`config.mk`:
```
export PLATFORM = sky130hd
export DESIGN_NAME = vga_pattern_engine
export DESIGN_NICKNAME = d
export VERILOG_FILES = /design/src/rtl/vga_pattern_engine.sv
export SDC_FILE = /design/constraint.sdc
export NUM_CORES = 1
export LEC_CHECK = 0
export ABC_CLOCK_PERIOD_IN_PS = 8400
export CAP_MARGIN = 15
export CORE_AREA = 8 8 93 95
export DETAILED_ROUTE_END_ITERATION = 7
export DIE_AREA = 0 0 101 103
export GPL_TIMING_DRIVEN = 1
export HOLD_SLACK_MARGIN = 0.08
export PLACE_DENSITY = 0.76
export SLEW_MARGIN = 10
export SYNTH_ARGS = -nofsm -noshare
export SYNTH_HDL_FRONTEND = slang
export SYNTH_SLANG_ARGS = --single-unit
```
`constraint.sdc`:
```
create_clock -name clk -period 8.4 [get_ports clk]
set_input_delay 0.84 -clock clk [delete_from_list [all_inputs] [get_ports clk]]
set_output_delay 0.84 -clock clk [all_outputs]
set_load 0.005 [all_outputs]
```
`src/rtl/vga_pattern_engine.sv`:
```
// Registered VGA test-pattern source: solid, checkerboard, static and bouncing square.
// Define VGA_SCROLL_EN to make the checkerboard scroll left one pixel per frame.
module vga_pattern_engine #(
    parameter int COLOR_W = 8,
    parameter int H_ACTIVE = 640,
    parameter int V_ACTIVE = 480,
    parameter int CELL_W = 80,
    parameter int CELL_H = 60,
    parameter int SQ_SIZE = 16,
    parameter int STEP = 2,
    parameter logic [COLOR_W-1:0] FG_COLOR = 8'hFF,
    parameter logic [COLOR_W-1:0] BG_COLOR = 8'h00,
    parameter logic [COLOR_W-1:0] SOLID_COLOR = 8'h03
) (
    input  logic               clk,
    input  logic               rst,
    input  logic [10:0]        hcount,
    input  logic [10:0]        vcount,
    input  logic               blank,
    input  logic               hs_in,
    input  logic               vs_in,
    input  logic [1:0]         mode,
    output logic [COLOR_W-1:0] rgb,
    output logic               hs_out,
    output logic               vs_out
);

    localparam logic [10:0] X_MAX    = 11'(H_ACTIVE - SQ_SIZE);
    localparam logic [10:0] Y_MAX    = 11'(V_ACTIVE - SQ_SIZE);
    localparam logic [10:0] X_CENTRE = 11'((H_ACTIVE - SQ_SIZE) / 2);
    localparam logic [10:0] Y_CENTRE = 11'((V_ACTIVE - SQ_SIZE) / 2);
    localparam logic [11:0] SQ_EDGE  = 12'(SQ_SIZE);
    localparam logic [11:0] STEP_W   = 12'(STEP);

    typedef enum logic {DIR_POS, DIR_NEG} dir_t;

    dir_t        dx, dy, dx_next, dy_next;
    logic [10:0] sq_x, sq_y, sq_x_next, sq_y_next;
    logic [10:0] off;
    logic        frame_tick;
    logic [11:0] h_sum, cell_x, cell_y;
    logic        checker_odd, in_static, in_live;
    logic [COLOR_W-1:0] pixel;

    // Start of vertical blank, so the square never moves while it is being drawn.
    assign frame_tick = (hcount == 11'd0) && (vcount == 11'(V_ACTIVE));

`ifdef VGA_SCROLL_EN
    always_ff @(posedge clk) begin
        if (rst)
            off <= '0;
        else if (frame_tick && mode == 2'd1)
            off <= (off == 11'(2 * CELL_W - 1)) ? 11'd0 : off + 11'd1;
    end
`else
    assign off = '0;
`endif

    always_ff @(posedge clk) begin
        if (rst) begin
            sq_x <= X_CENTRE;
            sq_y <= Y_CENTRE;
            dx   <= DIR_POS;
            dy   <= DIR_POS;
        end else begin
            sq_x <= sq_x_next;
            sq_y <= sq_y_next;
            dx   <= dx_next;
            dy   <= dy_next;
        end
    end

    // Both axes step in the same tick and clamp to the edge, so a corner hit flips both.
    always_comb begin
        sq_x_next = sq_x;
        sq_y_next = sq_y;
        dx_next   = dx;
        dy_next   = dy;
        if (frame_tick && mode == 2'd3) begin
            if (dx == DIR_POS) begin
                if ({1'b0, sq_x} + STEP_W >= {1'b0, X_MAX}) begin
                    sq_x_next = X_MAX;
                    dx_next   = DIR_NEG;
                end else begin
                    sq_x_next = sq_x + STEP_W[10:0];
                end
            end else begin
                if ({1'b0, sq_x} <= STEP_W) begin
                    sq_x_next = 11'd0;
                    dx_next   = DIR_POS;
                end else begin
                    sq_x_next = sq_x - STEP_W[10:0];
                end
            end
            if (dy == DIR_POS) begin
                if ({1'b0, sq_y} + STEP_W >= {1'b0, Y_MAX}) begin
                    sq_y_next = Y_MAX;
                    dy_next   = DIR_NEG;
                end else begin
                    sq_y_next = sq_y + STEP_W[10:0];
                end
            end else begin
                if ({1'b0, sq_y} <= STEP_W) begin
                    sq_y_next = 11'd0;
                    dy_next   = DIR_POS;
                end else begin
                    sq_y_next = sq_y - STEP_W[10:0];
                end
            end
        end
    end

    always_comb begin
        h_sum       = {1'b0, hcount} + {1'b0, off};
        cell_x      = h_sum / 12'(CELL_W);
        cell_y      = {1'b0, vcount} / 12'(CELL_H);
        checker_odd = cell_x[0] ^ cell_y[0];
        in_static   = (hcount >= X_CENTRE) && ({1'b0, hcount} < {1'b0, X_CENTRE} + SQ_EDGE) &&
                      (vcount >= Y_CENTRE) && ({1'b0, vcount} < {1'b0, Y_CENTRE} + SQ_EDGE);
        in_live     = (hcount >= sq_x) && ({1'b0, hcount} < {1'b0, sq_x} + SQ_EDGE) &&
                      (vcount >= sq_y) && ({1'b0, vcount} < {1'b0, sq_y} + SQ_EDGE);
        pixel = BG_COLOR;
        if (blank) begin
            pixel = '0;
        end else begin
            case (mode)
                2'd0: pixel = SOLID_COLOR;
                2'd1: pixel = checker_odd ? FG_COLOR : BG_COLOR;
                2'd2: pixel = in_static ? FG_COLOR : BG_COLOR;
                default: pixel = in_live ? FG_COLOR : BG_COLOR;
            endcase
        end
    end

    always_ff @(posedge clk) begin
        if (rst) begin
            rgb    <= '0;
            hs_out <= 1'b0;
            vs_out <= 1'b0;
        end else begin
            rgb    <= pixel;
            hs_out <= hs_in;
            vs_out <= vs_in;
        end
    end

endmodule

```
==> results.cfg, run 1 <==
[timing]
finalSetupViolCount = 0
finalHoldViolations = 0
fin_setup_tns_ns = 0
worst_pin_slew_ns = 1.14
max_freq_mhz = 263
slew_headroom_pct = 23.1
rsz0062_at_grt = no
finalCritPeriodShare_pct = 45.2
finClkSkew_ns = 0.00438
setup_ws_ns = 4.60
period_minus_slack_ns = 3.80
maxSlewViolCount = 0
whs_ns = 0.503

[yosys]
synth_edf_count = 0
synthArstFlopShare_pct = 0
seq_area_frac_synth_pct = 13.5
synth_ff_type = dfxtp_1
synth_cell_types = 80
synthesis.area_mm2 = 0.00386
ys.warnings.count = 0
avgSynthCellArea_um2 = 7.25
synth_top_area_share_pct = 14.3
yosys-top-cells-area = ha_1 (14%), dfxtp_1 (13%), a21oi_1 (4.9%)
synth_seq_cells = 26
yosys.area.top_type = ha_1
synthesis.nets = 605
netlist_instances = 532

[grt]
grt_pass1_wl_um = 17400
gr-total-overflow = 0
grt_max_degree = 26
grt_use_total_pct = 20.0
grt_pass1_vias = 3734
antenna_found_initial = 0

[critical_path]
crit_fanout = 25
cp.required_ns = 8.55
worstSetupStartpointType = primary input
endpoint_kind = flop
r2r_setup_slack_ns = 5.00
worstPathArrival_ns = 3.95
critPathKind = primary input to flop

[layout]
regArea_um2 = 520
fin_area_mm2 = 0.00423
layout_commonest_cell = ha_1
area_growth_pct = 9.73
fillCellCount = 688
most-common-layout-cells = ha_1 (44), a21oi_1 (38), clkdlybuf4s50_1 (38)
antennaDiodeCount = 0
nNetsFinal = 610
multiInputGateArea_mm2 = 0.00301
drive_gt1_share_pct = 6.53

[power_and_ir_drop]
vdd_drop_max_v = 0.000101
finalPower_uw = 330
p_leak_uw = 0.00156
power_density_mw_per_mm2 = 78.0

[floorplanning]
core-area_mm2 = 0.00714
io_pins = 39
core.rowCount = 31
die_h_um = 103
fp.dieArea_mm2 = 0.0104
die_w_um = 101
initial_core_util_pct = 54.1

[routing]
via_per_inst = 6.39
drt_iter0_markers = 309
via_count = 4059
drt-total-wl_um = 10600
dr.pass1.iters = 5
detail-route-antenna-nets = 0
wl_per_cell_um = 16.7
route.detailed.drc = 0

[flow_run]
cap_viol_max_count = 0

[cts]
clock_path_buffers = 2
cts_buffers = 3
cts_resized = 0
htreeDepth = 1
clk_pin_slew_ns = 0.10
hold_buffers = 0
clock-root-buffer = clkbuf_8
clk_latency_ns = 0.28
cts_tree = built
post_cts_buffers = 0
cts_num_sinks = 26

[place]
gp_congestion = 0.953
placedInstanceArea_mm2 = 0.00416
hpwlAfterDp_um = 8010
io_buffer_count = 38
pre_cts_ws_ns = 4.43

[status]
status = complete, no violations

[worst_hold_path]
hp-class = flop to flop
[state kept, by name (all words and copies together) (netlist names)]
name    flops
dx          1
rgb         2
vs_out      1
dy          1
sq_y       10
sq_x       10
hs_out      1
[per-layer routing]
| layer | GRT usage [%] | wire length (µm) |
|---|---|---|
| met1 | 26.2 | 4940 |
| met2 | 33.8 | 4870 |
| met3 | 2.90 | 643 |
| met4 | 4.70 | 140 |
| met5 | 0 | 0 |
[synthesized netlist by cell type (14+ instances only)]
cell type / n
nor2_1: 37
nand2_1: 35
nand3_1: 29
buf_2: 14
o21ai_0: 34
ha_1: 44
o211ai_1: 14
nor3_1: 23
inv_1: 29
xnor2_1: 21
a21oi_1: 38
dfxtp_1: 26
[stage by stage]
stage | util [%] | instances
finish | 59.3 | 635
global route | 59.3 | 635
CTS | 59.3 | 635
detailed placement | 58.3 | 631
global placement | 58.3 | 631
floorplan | - | 532
[final timing paths]
check	to	cells past startpoint	from
worst min register to register	sq_y[10]$_SDFFE_PP0P_	2	sq_y[10]$_SDFFE_PP0P_
worst min-delay path	sq_y[10]$_SDFFE_PP0P_	2	sq_y[10]$_SDFFE_PP0P_
worst max register to register	rgb[1]$_SDFF_PP0_	12	sq_y[4]$_SDFFE_PP0P_
worst max-delay path	sq_x[8]$_SDFFE_PP1P_	7	vcount[6]
[report_power, final]
group	internal (µW)	leakage, µW	switching, µW
clock network	63.8	0.0000357	44.0
logic	46.3	0.00131	51.3
registers	124	0.000210	0.590
total	234	0.00156	95.8
[area by class of cell]
| cell class | instances | area share (%) |
|---|---|---|
| sequential | 26 | 12.3 |
| inverter | 32 | 2.84 |
| clock buffer | 3 | 0.975 |
| tap | 99 | 2.93 |
| clock inverter | 1 | 0.709 |
| timing repair buffer | 39 | 9.16 |
| multi-input combinational | 435 | 71.1 |
[critical path, cell delays in order]
cell             delay [ns]
clkdlybuf4s50_1        0.93
nor2b_1                0.24
nand4b_1               0.21
nor4_4                 1.02
o311ai_0               0.36
a21oi_1                0.25
o31ai_1                0.09
[cell families (layout without fill, tap and decap cells)]
group / count (synthesis) / count (layout) / synth area share, %
compound gates: 170 / 170 / 30.7
xor+xnor: 23 / 23 / 5.42
fa+ha+maj: 44 / 44 / 14.3
buf+inv: 71 / 75 / 8.72
flops: 26 / 26 / 13.5
mux: 3 / 3 / 0.843
simple gates: 195 / 195 / 26.6
Note: power is estimated with default switching activity, not from simulation.
==> inputs of run 2 (changes only) <==
--- a/config.mk
+++ b/config.mk
@@ -5,11 +5,11 @@
 export SDC_FILE = /design/constraint.sdc
 export NUM_CORES = 1
 export LEC_CHECK = 0
-export ABC_CLOCK_PERIOD_IN_PS = 8400
+export ABC_CLOCK_PERIOD_IN_PS = 3300
 export CAP_MARGIN = 15
-export CORE_AREA = 8 8 93 95
+export CORE_AREA = 8 8 95 97
 export DETAILED_ROUTE_END_ITERATION = 7
-export DIE_AREA = 0 0 101 103
+export DIE_AREA = 0 0 103 105
 export GPL_TIMING_DRIVEN = 1
 export HOLD_SLACK_MARGIN = 0.08
 export PLACE_DENSITY = 0.76
==> constraint.sdc (replaced) <==
create_clock -name clk -period 3.3 [get_ports clk]
set_input_delay 0.33 -clock clk [delete_from_list [all_inputs] [get_ports clk]]
set_output_delay 0.33 -clock clk [all_outputs]
set_load 0.005 [all_outputs]
==> run 2 against run 1 <==
Count of clock-buffer cells in the layout unchanged. Hold slack better by 0.021 ns. First-iteration DRC count fell by 15%. Routed wire length fell by 1.0%. Sequential power rose to 2.5 times the previous value. Highest routed layer unchanged. Critical path depth rose by 3. Clock skew rose by 0.0069 ns. Total power increased to 2.6 times the previous value. Core utilization fell by 1.4 points. Combinational power grew to 2.6 times the previous value.
==> results.cfg, run 2 (same netlist as run 1, synthesis figures left out) <==
[critical_path]
endpoint_kind = flop
r2r_start = sq_x[3]$_SDFFE_PP1P_
crit_fanout = 11
worstPathArrival_ns = 3.20
worstSetupStartpointType = flop
r2r_setup_slack_ns = 0.27
critPathKind = flop to flop
r2r.worst_path.cells = 10
cp.required_ns = 3.47
r2r-end = rgb[1]$_SDFF_PP0_

[flow_run]
cap_viol_max_count = 0

[routing]
dr.pass1.iters = 8
via_count = 4043
wl_per_cell_um = 16.0
drt-total-wl_um = 10500
detail-route-antenna-nets = 0
route.detailed.drc = 0
via_per_inst = 6.18
drt_iter0_markers = 263

[place]
io_buffer_count = 38
gp_congestion = 0.933
pre_cts_ws_ns = 0.175
hpwlAfterDp_um = 8180
dp_cells = 650

[worst_hold_path]
min_to = sq_y[10]$_SDFFE_PP0P_
min-delay-start = sq_y[10]$_SDFFE_PP0P_
hp-class = flop to flop
hold_depth = 2

[layout]
instances_no_fill = 654
area_growth_pct = 12.9
fillCellCount = 749
reg_top3 = sq_x: 10 flops, sq_y: 10 flops, rgb: 2 flops
layout_commonest_cell = ha_1
most-common-layout-cells = ha_1 (44), a21oi_1 (38), clkdlybuf4s50_1 (38)
drive_gt1_share_pct = 9.42
antennaDiodeCount = 0
nNetsFinal = 626
post-route-util_pct = 57.9

[power_and_ir_drop]
power_density_mw_per_mm2 = 195
vdd_drop_max_v = 0.000167
p_leak_uw = 0.00163

[timing]
setup_ws_ns = 0.271
finalSetupViolCount = 0
slew_headroom_pct = 37.0
worst_pin_slew_ns = 0.938
fin_setup_tns_ns = 0
rsz0062_at_grt = no
max_freq_mhz = 330
finalCritPeriodShare_pct = 91.8
maxSlewViolCount = 0
period_minus_slack_ns = 3.03
whs_ns = 0.523
finClkSkew_ns = 0.0112
finalHoldViolations = 0

[grt]
grt_pass1_wl_um = 18000
grt_max_degree = 26
grt_use_total_pct = 19.8
gr-total-overflow = 0
antenna_found_initial = 0
grt_pass1_vias = 3829

[cts]
clock_path_buffers = 2
clock-root-buffer = clkbuf_8
cts_num_sinks = 26
post_cts_buffers = 0
htreeDepth = 1
clk_latency_ns = 0.28
cts_tree = built
clk_pin_slew_ns = 0.10
hold_buffers = 0
cts_buffers = 3

[floorplanning]
die_w_um = 103
initial_core_util_pct = 51.3
io_pins = 39
core.rowCount = 32
fp.dieArea_mm2 = 0.0108
core-area_mm2 = 0.00753
die_h_um = 105

[status]
status = complete, no violations
run 2: cell types whose count changed in the layout (fill, tap and decap cells not counted):
cell / previous run / this run
nor4_2: 0 / 1
nor4_4: 1 / 0
o41ai_1: 3 / 2
o41ai_2: 0 / 1
buf_4: 1 / 17
run 2: worst max path at each step:
| stage | from | end | slack [ns] | cells after the start |
|---|---|---|---|---|
| 2_1_floorplan | sq_y[4]$_SDFFE_PP0P_ | rgb[1]$_SDFF_PP0_ | 0.41 | 12 |
| 3_3_place_gp | hcount[3] | rgb[1]$_SDFF_PP0_ | 0.21 | 10 |
| 3_5_place_dp | hcount[3] | rgb[1]$_SDFF_PP0_ | 0.18 | 10 |
| 4_1_cts | sq_y[5]$_SDFFE_PP1P_ | rgb[1]$_SDFF_PP0_ | 0.14 | 12 |
| 5_1_grt | sq_y[5]$_SDFFE_PP1P_ | rgb[1]$_SDFF_PP0_ | 0.10 | 12 |
| 6_report | sq_x[3]$_SDFFE_PP1P_ | rgb[1]$_SDFF_PP0_ | 0.27 | 10 |
run 2: stage by stage:
| step | total power, µW | area, µm² |
|---|---|---|
| floorplan | 488 | 3860 |
| global placement | 573 | 4280 |
| detailed placement | 580 | 4280 |
| CTS | 854 | 4350 |
| global route | 897 | 4360 |
| finish | 850 | 4360 |
run 2: critical path, stage by stage, from the launching register on:
cell       delay, ns
dfxtp_1         0.53
inv_1           0.14
ha_1            0.34
a21oi_1         0.26
a21boi_0        0.13
o211ai_1        0.19
a31oi_1         0.10
a2111oi_0       0.58
o41ai_2         0.23
a2111oi_2       0.35
a211oi_2        0.06
run 2: power by group:
part	switching [µW]	internal (µW)	total, µW
registers	1.52	316	318
clock network	112	163	275
logic	132	125	257
run 2: per-layer routing:
metal,share of wire [%],GRT usage [%]
met5,0,0
met1,46,26.6
met4,1.5,6.51
met2,46,31.4
met3,6.6,2.92
run 2: final cells by class:
type                       instances  area (µm²)  share of cell area [%]
tap                              102         128                    2.93
inverter                          32         120                    2.76
clock inverter                     1        30.0                   0.689
multi-input combinational        435        3010                    69.1
timing repair buffer              55         508                    11.7
clock buffer                       3        41.3                   0.948
sequential                        26         520                    11.9
run 2: repair_timing:
action	CTS	global route
hold endpoints to repair	0	0
resized for setup	0	1
setup endpoints to repair	0	1
